### src/rtl/led_shift_driver_pkg.sv
// led_shift_driver_pkg: state encoding, default frame width and helpers for the LED shift driver
package led_shift_driver_pkg;
  localparam int LED_WIDTH = 16;
  typedef enum logic [1:0] {
    IDLE     = 2'd0,
    SHIFT_LO = 2'd1,
    SHIFT_HI = 2'd2,
    LATCH    = 2'd3
  } state_t;
  function automatic int max_int(input int a, input int b);
    return a > b ? a : b;
  endfunction
endpackage

### src/rtl/led_shift_driver_sr_tick_gen.sv
// sr_tick_gen: phase timer, pulses tick on the last cycle of each period-long phase
module sr_tick_gen #(
  parameter int MAX = 4
) (
  input  logic                       clk,
  input  logic                       rst,
  input  logic                       clr,
  input  logic [$clog2(MAX+1)-1:0]   period,
  output logic                       tick
);
  logic [$clog2(MAX+1)-1:0] div_cnt;
  assign tick = !clr && div_cnt == period - 1'b1;
  // tick also restarts the count, so every state entered on a tick starts from zero
  always_ff @(posedge clk or negedge rst)
    if (!rst) div_cnt <= '0;
    else div_cnt <= (clr || tick) ? '0 : div_cnt + 1'b1;
endmodule

### src/rtl/led_shift_driver.sv
// led_shift_driver: serialises the LED pattern into a 74HC595-style chain, resending only on change or refresh
module led_shift_driver
  import led_shift_driver_pkg::*;
#(
  parameter int WIDTH        = LED_WIDTH,
  parameter int CLK_DIV      = 4,
  parameter int LATCH_CYCLES = 2,
  parameter bit MSB_FIRST    = 1'b1
) (
  input  logic             clk,
  input  logic             rst,
  input  logic [WIDTH-1:0] led_in,
  input  logic             force_refresh,
  output logic             sr_clk,
  output logic             sr_data,
  output logic             sr_latch,
  output logic             sr_oe_n,
  output logic             busy,
  output logic             frame_done
);
  localparam int TMAX = max_int(CLK_DIV, LATCH_CYCLES);
  localparam int TW   = $clog2(TMAX + 1);
  localparam int BW   = $clog2(WIDTH + 1);
  state_t state, state_n;
  logic [WIDTH-1:0] shreg, snapshot, last_sent, shreg_sh;
  logic [BW-1:0] bit_cnt;
  logic [TW-1:0] period;
  logic refresh_pend, init_pend, req, tick, last_bit;
  assign req      = init_pend || refresh_pend || force_refresh || led_in != last_sent;
  assign last_bit = bit_cnt == BW'(WIDTH - 1);
  assign shreg_sh = MSB_FIRST ? shreg << 1 : shreg >> 1;
  assign period   = state == LATCH ? TW'(LATCH_CYCLES) : TW'(CLK_DIV);
  sr_tick_gen #(.MAX(TMAX)) u_tick (
    .clk    (clk),
    .rst    (rst),
    .clr    (state == IDLE),
    .period (period),
    .tick   (tick)
  );
  always_comb begin
    state_n = state;
    if (state == IDLE) state_n = req ? SHIFT_LO : IDLE;
    else if (tick) state_n = state == SHIFT_LO ? SHIFT_HI : state == SHIFT_HI ? (last_bit ? LATCH : SHIFT_LO) : IDLE;
  end
  always_ff @(posedge clk or negedge rst)
    if (!rst) begin
      state        <= IDLE;
      shreg        <= '0;
      snapshot     <= '0;
      last_sent    <= '0;
      bit_cnt      <= '0;
      refresh_pend <= 1'b0;
      init_pend    <= 1'b1;
      sr_clk       <= 1'b0;
      sr_data      <= 1'b0;
      sr_latch     <= 1'b0;
      sr_oe_n      <= 1'b1;
      busy         <= 1'b0;
      frame_done   <= 1'b0;
    end else begin
      state      <= state_n;
      frame_done <= 1'b0;
      if (force_refresh && state != IDLE) refresh_pend <= 1'b1;
      if (state == IDLE && req) begin
        shreg        <= led_in;
        snapshot     <= led_in;
        bit_cnt      <= '0;
        sr_data      <= MSB_FIRST ? led_in[WIDTH-1] : led_in[0];
        busy         <= 1'b1;
        init_pend    <= 1'b0;
        refresh_pend <= 1'b0;
      end
      if (state == SHIFT_LO && tick) sr_clk <= 1'b1;
      // data only moves on the falling sr_clk edge so it is stable for the whole high phase
      if (state == SHIFT_HI && tick) begin
        sr_clk <= 1'b0;
        if (last_bit) sr_latch <= 1'b1;
        else begin
          bit_cnt <= bit_cnt + 1'b1;
          shreg   <= shreg_sh;
          sr_data <= MSB_FIRST ? shreg_sh[WIDTH-1] : shreg_sh[0];
        end
      end
      if (state == LATCH && tick) begin
        sr_latch   <= 1'b0;
        last_sent  <= snapshot;
        frame_done <= 1'b1;
        sr_oe_n    <= 1'b0;
        busy       <= 1'b0;
      end
    end
endmodule

### config.mk
export PLATFORM = sky130hd
export DESIGN_NAME = led_shift_driver
export DESIGN_NICKNAME = d
export VERILOG_FILES = /design/src/rtl/led_shift_driver_pkg.sv /design/src/rtl/led_shift_driver_sr_tick_gen.sv /design/src/rtl/led_shift_driver.sv
export SDC_FILE = /design/constraint.sdc
export NUM_CORES = 1
export LEC_CHECK = 0
export ABC_AREA = 1
export CAP_MARGIN = 20
export CORE_ASPECT_RATIO = 2
export CORE_MARGIN = 8
export CORE_UTILIZATION = 35
export CTS_CLUSTER_SIZE = 20
export DETAILED_ROUTE_END_ITERATION = 7
export SLEW_MARGIN = 20
export SYNTH_ARGS = -nofsm -noshare
export SYNTH_HDL_FRONTEND = slang
export SYNTH_HIERARCHICAL = 1
export SYNTH_SLANG_ARGS = --single-unit
### constraint.sdc
create_clock -name clk -period 5.3 [get_ports clk]
set_input_delay 0.795 -clock clk [delete_from_list [all_inputs] [get_ports clk]]
set_output_delay 0.795 -clock clk [all_outputs]
set_load 0.005 [all_outputs]
==> results of run 1 <==
per-layer routing:
metal | track usage (%) | part of all wire (%)
met5 | 0 | 0
met4 | 8.14 | 3.7
met3 | 2.89 | 3.4
met2 | 21.0 | 55
met1 | 11.5 | 38
final cells by class:
cell class | instances | area share (%)
sequential | 65 | 44.0
multi-input combinational | 239 | 32.6
clock buffer | 12 | 7.19
timing repair buffer | 25 | 6.55
inverter | 55 | 5.57
tap | 102 | 3.44
clock inverter | 4 | 0.709
final timing paths:
kind                                      startpoint                   endpoint  slack, ns  cells past startpoint
worst max-delay path                       led_in[1]    snapshot[6]$_DFFE_PN0P_       2.47                     11
worst min-delay path             sr_oe_n$_DFFE_PN1P_        sr_oe_n$_DFFE_PN1P_       0.45                      2
worst max register to register  state[0]$_DFFE_PN0P_       bit_cnt[2]$_DFF_PN0_       2.49                     18
worst min register to register   sr_oe_n$_DFFE_PN1P_        sr_oe_n$_DFFE_PN1P_       0.45                      2
max in group asynchronous                        rst  last_sent[15]$_DFFE_PN0P_       4.11                      2
min in group asynchronous                        rst          sr_data$_DFF_PN0_       0.65                      2
critical path, delay by kind of cell:
family                 cells  cell delay (ns)
AND/OR/NAND/NOR            7             1.32
buffers and inverters      3             0.80
AO/OA/AOI/OAI              1             0.16
sequential cells by signal (all words and copies together) (netlist names):
| name | flops |
|---|---|
| bit_cnt | 5 |
| busy | 1 |
| frame_done | 1 |
| init_pend | 1 |
| last_sent | 16 |
| refresh_pend | 1 |
| shreg | 15 |
| snapshot | 16 |
| sr_clk | 1 |
| sr_data | 1 |
| sr_latch | 1 |
| sr_oe_n | 1 |
| state | 2 |
| u_tick/div_cnt | 3 |
synth_stat cells, types with 6 or more instances:
cell type / instances
inv_1: 49
inv_2: 6
o21ai_1: 16
o21ai_2: 8
nor2_1: 17
buf_6: 6
nand2_1: 117
nand3_1: 33
xor2_1: 7
o21ai_0: 9
nand3_2: 8
dfrtp_1: 63
kinds of logic after synthesis:
logic type	Yosys count	share of synthesized area, %
AND/OR/NAND/NOR	188	27.2
buffers and inverters	68	9.98
flip-flops	65	51.8
AO/OA/AOI/OAI	34	6.36
XOR/XNOR	12	3.34
adder cells (fa/ha/maj)	3	1.19
other	1	0.119
stage by stage:
step                      std cells  worst slack, ns  util, %  power, mW
after floorplan                 372             2.99        -       1.32
after global placement          486             2.10     38.4       1.45
after detailed placement        486             2.05     38.4       1.49
after CTS                       502             2.40     41.7       2.06
after global routing            502             2.10     41.7       2.18
final                           502             2.47     41.7       2.03
power by group through the flow:
| stage | combinational, mW | sequential, mW | clock, mW |
|---|---|---|---|
| floorplan | 0.514 | 0.809 | 0 |
| global placement | 0.614 | 0.838 | 0 |
| detailed placement | 0.637 | 0.848 | 0 |
| CTS | 0.640 | 0.842 | 0.578 |
| global route | 0.721 | 0.866 | 0.595 |
| finish | 0.626 | 0.840 | 0.566 |
==> flow_summary.toml, run 1 <==
[power_and_ir_drop]
p_int_mw = 1.32
p_leak_nw = 1.88
p_comb_share_pct = 30.8
power_density_nw_per_um2 = 549
pwr-share-clk_pct = 27.9
p_sw_mw = 0.714
vdd_drop_max_mv = 0.252
seqPwrFrac_pct = 41.3
switching_share_pct = 35.1

[logic_synthesis]
synth_warnings = 6
synth-seq-cells = 65
seq_area_frac_synth_pct = 51.8
synth_top_area_share_pct = 50.1
async_flop_share_pct = 100
synth_edf_count = 0
synthesis.area_sq_um = 3150
synth_top_cells_by_area = "dfrtp_1, nand2_1, inv_1"
postSynthAreaPerCell_sq_um = 8.48
synth_area_leader_cell = "dfrtp_1"
synth_ff_type = "dfrtp_1"
synth_cells = 371
ys_types = 27

[global_route]
grt_max_degree = 66
grt_use_total_pct = 11.7
grt_pass1_vias = 2451
grt_antenna_before_repair = 0
grt_first_pass_wirelength_um = 11600
overflow = 0

[cells_and_area]
final_area_sq_um = 3700
multi_input_area_sq_um = 1210
mostFrequentLayoutCell = "nand2_1"
drive_gt1_share_pct = 12.8
area_growth_pct = 17.8
mostFrequentLayoutCells = "nand2_1, dfrtp_1, inv_1"
fillCellCount = 887
ff_latch_area_sq_um = 1630
antennaDiodeCount = 0
num-nets-final = 417

[critical_path]
critPathMaxFanout = 33
path_class = "in -> reg"
cp_data_arrival_time_ns = 3.08
cp_slowest_stage_delay_ns = 0.54
cp.required_ns = 5.55
cp_cell_sequence = "clkdlybuf4s50_1 > inv_1 > nand2_1 > nand2_1 > nor2_1 > nand3_1 > nor2_1 > nand2_2 > nand2_4 > inv_2 > o21ai_1"
start_kind = "input port"
crit_slowest_cell = "clkdlybuf4s50_1"
end_kind = "flop"

[clocking]
cts.sinks = 65
clockRootBuffer = "clkbuf_16"
cts_made_buffers = 9
cts_buffer_depth = 2
cts_resized = 0
tritoncts = "yes"
hold_buffers = 0
htree_levels = 3
clk-insertion-delay-late_ns = 0.33
post_cts_buffers = 0
clkTransAtPathRegs_ns = 0.06

[sta]
hold_violations = 0
fin_skew_ns = 0.00856
max_freq_mhz = 353
period_needed_ns = 2.83
relSlewSlack_pct = 45.1
rsz0062_at_grt = "false"
drv_slew = 0
period_share_pct = 53.4
hold_ws_ns = 0.449
tightest_slew_ns = 0.823
setup_tns_ns = 0
finalSetupViolCount = 0

[place]
gp_congestion = 0.750
placed_cell_area_sq_um = 3410
portBuffers = 24
hpwl_um = 5020

[routing]
routed-via-count = 2340
wirelength_um = 6860
post_drt_wl_per_cell_um = 13.7
first_pass_iters = 4
vias_per_cell = 4.66
ant_nets = 0
drc = 0
drt-initial-drc-count = 138

[floorplan]
die_h_um = 150
boundaryPins = 25
core_sq_um = 8890
dieArea_sq_um = 12500
num_rows = 49
initial_utilization_pct = 35.4
die_x_um = 83.0

[run_status]
status = "completed"

[job]
drv_cap = 0

[worst_hold_path]
holdCritPathClass = "reg -> reg"
(Power assumes the default switching activity.)
==> run 2, diff against run 1 <==
==> constraint.sdc (replaced) <==
create_clock -name clk -period 2.7 [get_ports clk]
set_input_delay 0.405 -clock clk [delete_from_list [all_inputs] [get_ports clk]]
set_output_delay 0.405 -clock clk [all_outputs]
set_load 0.005 [all_outputs]
==> run 2 against run 1 <==
Worst hold slack got worse by 0.38 ns; power rose by 100%; utilization rose by 1.2 points; die area did not move; critical endpoint is now bit_cnt[3]$_DFF_PN0_; count of clock-buffer cells in the layout rose by 1.
==> flow_summary.toml, run 2 (same netlist as run 1, synthesis figures left out) <==
[routing]
dr_wl_met2_um = 3790
wl_met1_um = 2770
dr_wl_met3_um = 221
first_pass_iters = 4
wirelength_um = 7020
highest_layer = "met4"
drt-initial-drc-count = 214
ant_nets = 0
drc = 0
routed-via-count = 2414
vias_per_cell = 4.70
post_drt_wl_per_cell_um = 13.7

[critical_path]
end_kind = "flop"
cp_data_arrival_time_ns = 2.64
start_kind = "flop"
path_class = "reg -> reg"
cp.required_ns = 2.91
critPathMaxFanout = 7
worst-r2r-setup-slack_ns = 0.27

[floorplan]
dieArea_sq_um = 12500
die_h_um = 150
die_x_um = 83.0
initial_utilization_pct = 35.4
core_sq_um = 8890
boundaryPins = 25
num_rows = 49

[cells_and_area]
mostFrequentLayoutCell = "nand2_1"
fillCellCount = 871
mostFrequentLayoutCells = "nand2_1, dfrtp_1, inv_1"
drive_gt1_share_pct = 14.8
area_growth_pct = 21.2
num-nets-final = 429
top_regs = "last_sent: 16 flops, snapshot: 16 flops, shreg: 15 flops"
fin_util_pct = 42.9
antennaDiodeCount = 0

[worst_hold_path]
holdCritPathClass = "in -> async"

[sta]
rsz0062_at_grt = "false"
finalSetupViolCount = 0
relSlewSlack_pct = 62.3
fin_skew_ns = 0.00651
hold_violations = 0
max_freq_mhz = 412
setup_tns_ns = 0
tightest_slew_ns = 0.566
drv_slew = 0
period_share_pct = 89.8
finalWorstSetupSlack_ns = 0.275
period_needed_ns = 2.43

[clocking]
cts.sinks = 65
cts_buffer_depth = 2
clk-insertion-delay-late_ns = 0.33
tritoncts = "yes"
hold_buffers = 0
clkTransAtPathRegs_ns = 0.05
clockRootBuffer = "clkbuf_16"
htree_levels = 3
cts_made_buffers = 9

[power_and_ir_drop]
vdd_drop_max_mv = 0.411
p_leak_nw = 1.94
power_density_nw_per_um2 = 1080

[run_status]
status = "completed"

[place]
portBuffers = 24
gp_congestion = 0.841
hpwl_um = 5200
dp_slack_ns = 0.141

[global_route]
grt_first_pass_wirelength_um = 12000
grt_use_total_pct = 12.0
grt_antenna_before_repair = 0
grt_pass1_vias = 2494
overflow = 0
grt_max_degree = 26

[job]
drv_cap = 0
==> run 2: final timing paths <==
check | from | endpoint | cells after the start
hold reg to reg | init_pend$_DFFE_PN1P_ | init_pend$_DFFE_PN1P_ | 2
setup / recovery | state[1]$_DFFE_PN0P_ | bit_cnt[3]$_DFF_PN0_ | 16
max in group asynchronous | rst | sr_oe_n$_DFFE_PN1P_ | 2
hold / removal | rst | snapshot[2]$_DFFE_PN0P_ | 1
min in group clk | init_pend$_DFFE_PN1P_ | init_pend$_DFFE_PN1P_ | 2
setup reg to reg | state[1]$_DFFE_PN0P_ | bit_cnt[3]$_DFF_PN0_ | 16
==> run 2: per-stage QoR <==
step	instances	power [mW]	area [sq um]	hold slack (ns)
after floorplan	372	2.60	3150	0.109
after global placement	494	2.90	3470	0.433
after detailed placement	494	2.95	3470	0.434
after CTS	510	4.18	3780	0.0808
after global routing	514	4.48	3810	0.101
final	514	4.13	3810	0.0722
==> run 2: repair_timing <==
item                                   4_1_cts  5_1_grt
buffers inserted                             0        4
endpoints found under the hold margin        0        0
gates resized for setup                      0        2
setup endpoints to repair                    0       20
==> run 2: report_power, final <==
group | switching, mW | internal [mW] | leakage, nW
Clock | 0.392 | 0.807 | 0.148
Combinational | 0.759 | 0.542 | 0.984
Sequential | 0.233 | 1.40 | 0.804
Total | 1.38 | 2.75 | 1.94
==> run 2: layer usage <==
| metal | track usage, % | vias to the layer above |
|---|---|---|
| met5 | 0 | - |
| met4 | 6.90 | 0 |
| met3 | 3.27 | 17 |
| met2 | 22.2 | 38 |
| met1 | 11.7 | 1148 |
| li1 | - | 1211 |
==> run 2: critical path: stages (launching register included) <==
cell and delay [ns]:
dfrtp_2 0.45, nand2_1 0.14, inv_1 0.05, inv_1 0.05
ha_1 0.23, xnor2_1 0.12, nor2_1 0.08, nand2_1 0.09
nor2_2 0.15, inv_2 0.08, nor3b_2 0.20, inv_2 0.12
nor2_8 0.17, buf_4 0.13, nand4_1 0.09, nand3_1 0.10
o21ai_1 0.06
==> run 2: area by class of cell <==
cell class              count  area [sq um]  share of cell area (%)
flip-flops and latches     65          1630                    42.8
clock buffers              13           240                    6.30
repair buffers             37           333                    8.73
well taps                 102           128                    3.35
clock inverters             3          65.1                    1.71
inverters                  55           206                    5.42
multi-input cells         239          1210                    31.7
==> run 3, diff against run 2 <==
--- a/config.mk
+++ b/config.mk
@@ -5,13 +5,14 @@
 export SDC_FILE = /design/constraint.sdc
 export NUM_CORES = 1
 export LEC_CHECK = 0
-export ABC_AREA = 1
+export ABC_AREA = 0
 export CAP_MARGIN = 20
 export CORE_ASPECT_RATIO = 2
-export CORE_MARGIN = 8
+export CORE_MARGIN = 5
 export CORE_UTILIZATION = 35
 export CTS_CLUSTER_SIZE = 20
 export DETAILED_ROUTE_END_ITERATION = 7
+export SKIP_CTS_REPAIR_TIMING = 1
 export SLEW_MARGIN = 20
 export SYNTH_ARGS = -nofsm -noshare
 export SYNTH_HDL_FRONTEND = slang
==> run 3 against run 2 <==
Clock power down 12%; largest power group unchanged; critical path type unchanged; via count shrank 15%; critical endpoint is now shreg[6]$_DFF_PN0_; cell area decreased by 2.7%; register-to-register slack got worse by 0.04 ns; die area decreased by 13%; count of clock-buffer cells in the layout decreased by 1; largest cell class unchanged.
==> flow_summary.toml, run 3 <==
[run_status]
status = "completed"

[logic_synthesis]
synth_area_leader_cell = "dfrtp_1"
ys_types = 46
synth-seq-cells = 65
synth_warnings = 6
yosysMostFrequentCell = "dfrtp_1"
synth_edf_count = 0
synthesis.area_sq_um = 3050
synth_ff_type = "dfrtp_1"
async_flop_share_pct = 100
synth_cells = 264
synth_top_area_share_pct = 51.8
synth_top_cells_by_area = "dfrtp_1, mux2_2, nand2_1"
postSynthAreaPerCell_sq_um = 11.5
seq_area_frac_synth_pct = 53.5
ys_top_cells_by_count = "dfrtp_1, nand2_1, inv_1"

[clocking]
cts.sinks = 65
clockRootBuffer = "clkbuf_16"
cts_made_buffers = 9
clkTransAtPathRegs_ns = 0.06
cts_buffer_depth = 2
clk-insertion-delay-late_ns = 0.34
htree_levels = 3
tritoncts = "yes"

[floorplan]
core_sq_um = 8590
num_rows = 48
die_h_um = 142
initial_utilization_pct = 35.5
dieArea_sq_um = 10800
die_x_um = 76.0
boundaryPins = 25

[place]
portBuffers = 24
hpwl_um = 4780
gp_congestion = 0.884

[power_and_ir_drop]
power_density_nw_per_um2 = 1040
p_leak_nw = 1.62
vdd_drop_max_mv = 0.413

[critical_path]
cpMostUsedCell = "inv_1"
cp_slowest_stage_delay_ns = 0.34
critical-path-top-delay-family = "simple AND/OR/NAND/NOR gates"
path_class = "reg -> reg"
cp_data_arrival_time_ns = 2.66
cp_num_buf_inv = 3
start_kind = "flop"
critPathMaxFanout = 11
cp_cell_sequence = "nand2_1 > inv_1 > inv_1 > ha_1 > xor2_2 > nand3_2 > nor2_1 > and3b_2 > and2_4 > nor2_4 > a31oi_4 > buf_12 > o221ai_1"
crit_slowest_cell = "dfrtp_1"
end_kind = "flop"
cp.required_ns = 2.89

[global_route]
grt_first_pass_wirelength_um = 11200
grt_pass1_vias = 2219
overflow = 0
grt_use_total_pct = 13.4
grt_max_degree = 32
grt_antenna_before_repair = 0

[job]
drv_cap = 0

[sta]
fin_skew_ns = 0.00846
finalSetupViolCount = 0
drv_slew = 0
setup_tns_ns = 0
tightest_slew_ns = 0.697
period_needed_ns = 2.47
rsz0062_at_grt = "false"
hold_violations = 0
period_share_pct = 91.5
max_freq_mhz = 405
relSlewSlack_pct = 53.6

[routing]
wirelength_um = 6680
drt-initial-drc-count = 83
vias_per_cell = 5.07
drc = 0
ant_nets = 0
post_drt_wl_per_cell_um = 16.5
routed-via-count = 2048
first_pass_iters = 4

[cells_and_area]
antennaDiodeCount = 0
drive_gt1_share_pct = 21.7
top_regs = "last_sent: 16 flops, snapshot: 16 flops, shreg: 15 flops"
num-nets-final = 321
fin_util_pct = 43.2
mostFrequentLayoutCells = "dfrtp_1, nand2_1, clkdlybuf4s50_1"
mostFrequentLayoutCell = "dfrtp_1"
area_growth_pct = 21.8

[worst_hold_path]
holdCritPathClass = "in -> async"
==> run 3: cell types whose count changed in the layout (fill, tap and decap cells not counted), sizes merged, moves of 3 or more <==
cell,change
inv,-33
nand4,+4
mux2,+17
xnor2,+9
clkinv,+3
and2,+5
nand2,-80
nand3,-38
o2bb2ai,+15
o21ai,-26
nor2,-13
o221ai,+15
==> run 3: final cells by class <==
type | count | area [sq um]
multi-input combinational | 164 | 1260
sequential | 65 | 1630
inverter | 22 | 82.6
clock inverter | 4 | 20.0
tap | 100 | 125
timing repair buffer | 37 | 349
fill | 811 | 4880
clock buffer | 12 | 246
==> run 3: cells by family (layout without fill, tap and decap cells) <==
family | after synthesis | count (layout) | synth area share, %
buffers and inverters | 36 | 75 | 5.59
flip-flops | 65 | 65 | 53.5
AO/OA/AOI/OAI | 46 | 46 | 14.1
multiplexers | 18 | 18 | 6.61
XOR/XNOR | 20 | 20 | 6.20
other | 1 | 2 | 0.123
adder cells (fa/ha/maj) | 3 | 3 | 1.23
AND/OR/NAND/NOR | 75 | 75 | 12.7
==> run 3: path summary, 6_finish.rpt <==
path / start / cells after the start / slack [ns] / endpoint
max: state[0]$_DFFE_PN0P_ / 13 / 0.23 / shreg[6]$_DFF_PN0_
min: rst / 1 / 0.12 / last_sent[13]$_DFFE_PN0P_
max reg2reg: state[0]$_DFFE_PN0P_ / 13 / 0.23 / shreg[6]$_DFF_PN0_
min reg2reg: shreg[8]$_DFF_PN0_ / 2 / 0.48 / shreg[9]$_DFF_PN0_
max in group asynchronous: rst / 2 / 1.86 / last_sent[7]$_DFFE_PN0P_
min in group clk: shreg[8]$_DFF_PN0_ / 2 / 0.48 / shreg[9]$_DFF_PN0_
==> run 3: metrics by stage <==
step / instances / setup WS (ns) / hold WS, ns / power, mW / area (sq um)
after floorplan: 265 / 0.00377 / 0.109 / 2.44 / 3050
after global placement: 388 / 0.205 / 0.465 / 2.77 / 3430
after detailed placement: 388 / 0.153 / 0.473 / 2.81 / 3430
final: 404 / 0.231 / 0.116 / 3.84 / 3710
after CTS: 404 / 0.145 / 0.142 / 3.88 / 3700
after global routing: 404 / 0.0105 / 0.168 / 4.09 / 3710
==> run 3: per-layer routing <==
layer / share of wire, % / vias up / GRT usage [%]
li1: - / 984 / -
met1: 39 / 1014 / 14.3
met2: 54 / 32 / 23.4
met3: 3.2 / 18 / 3.24
met4: 3.8 / 0 / 8.26
met5: 0 / - / 0
==> run 3: power by group <==
group	total [mW]	switching, mW	internal [mW]
clock	1.05	0.413	0.639
sequential	1.59	0.224	1.36
combinational	1.20	0.540	0.659
total	3.84	1.18	2.66
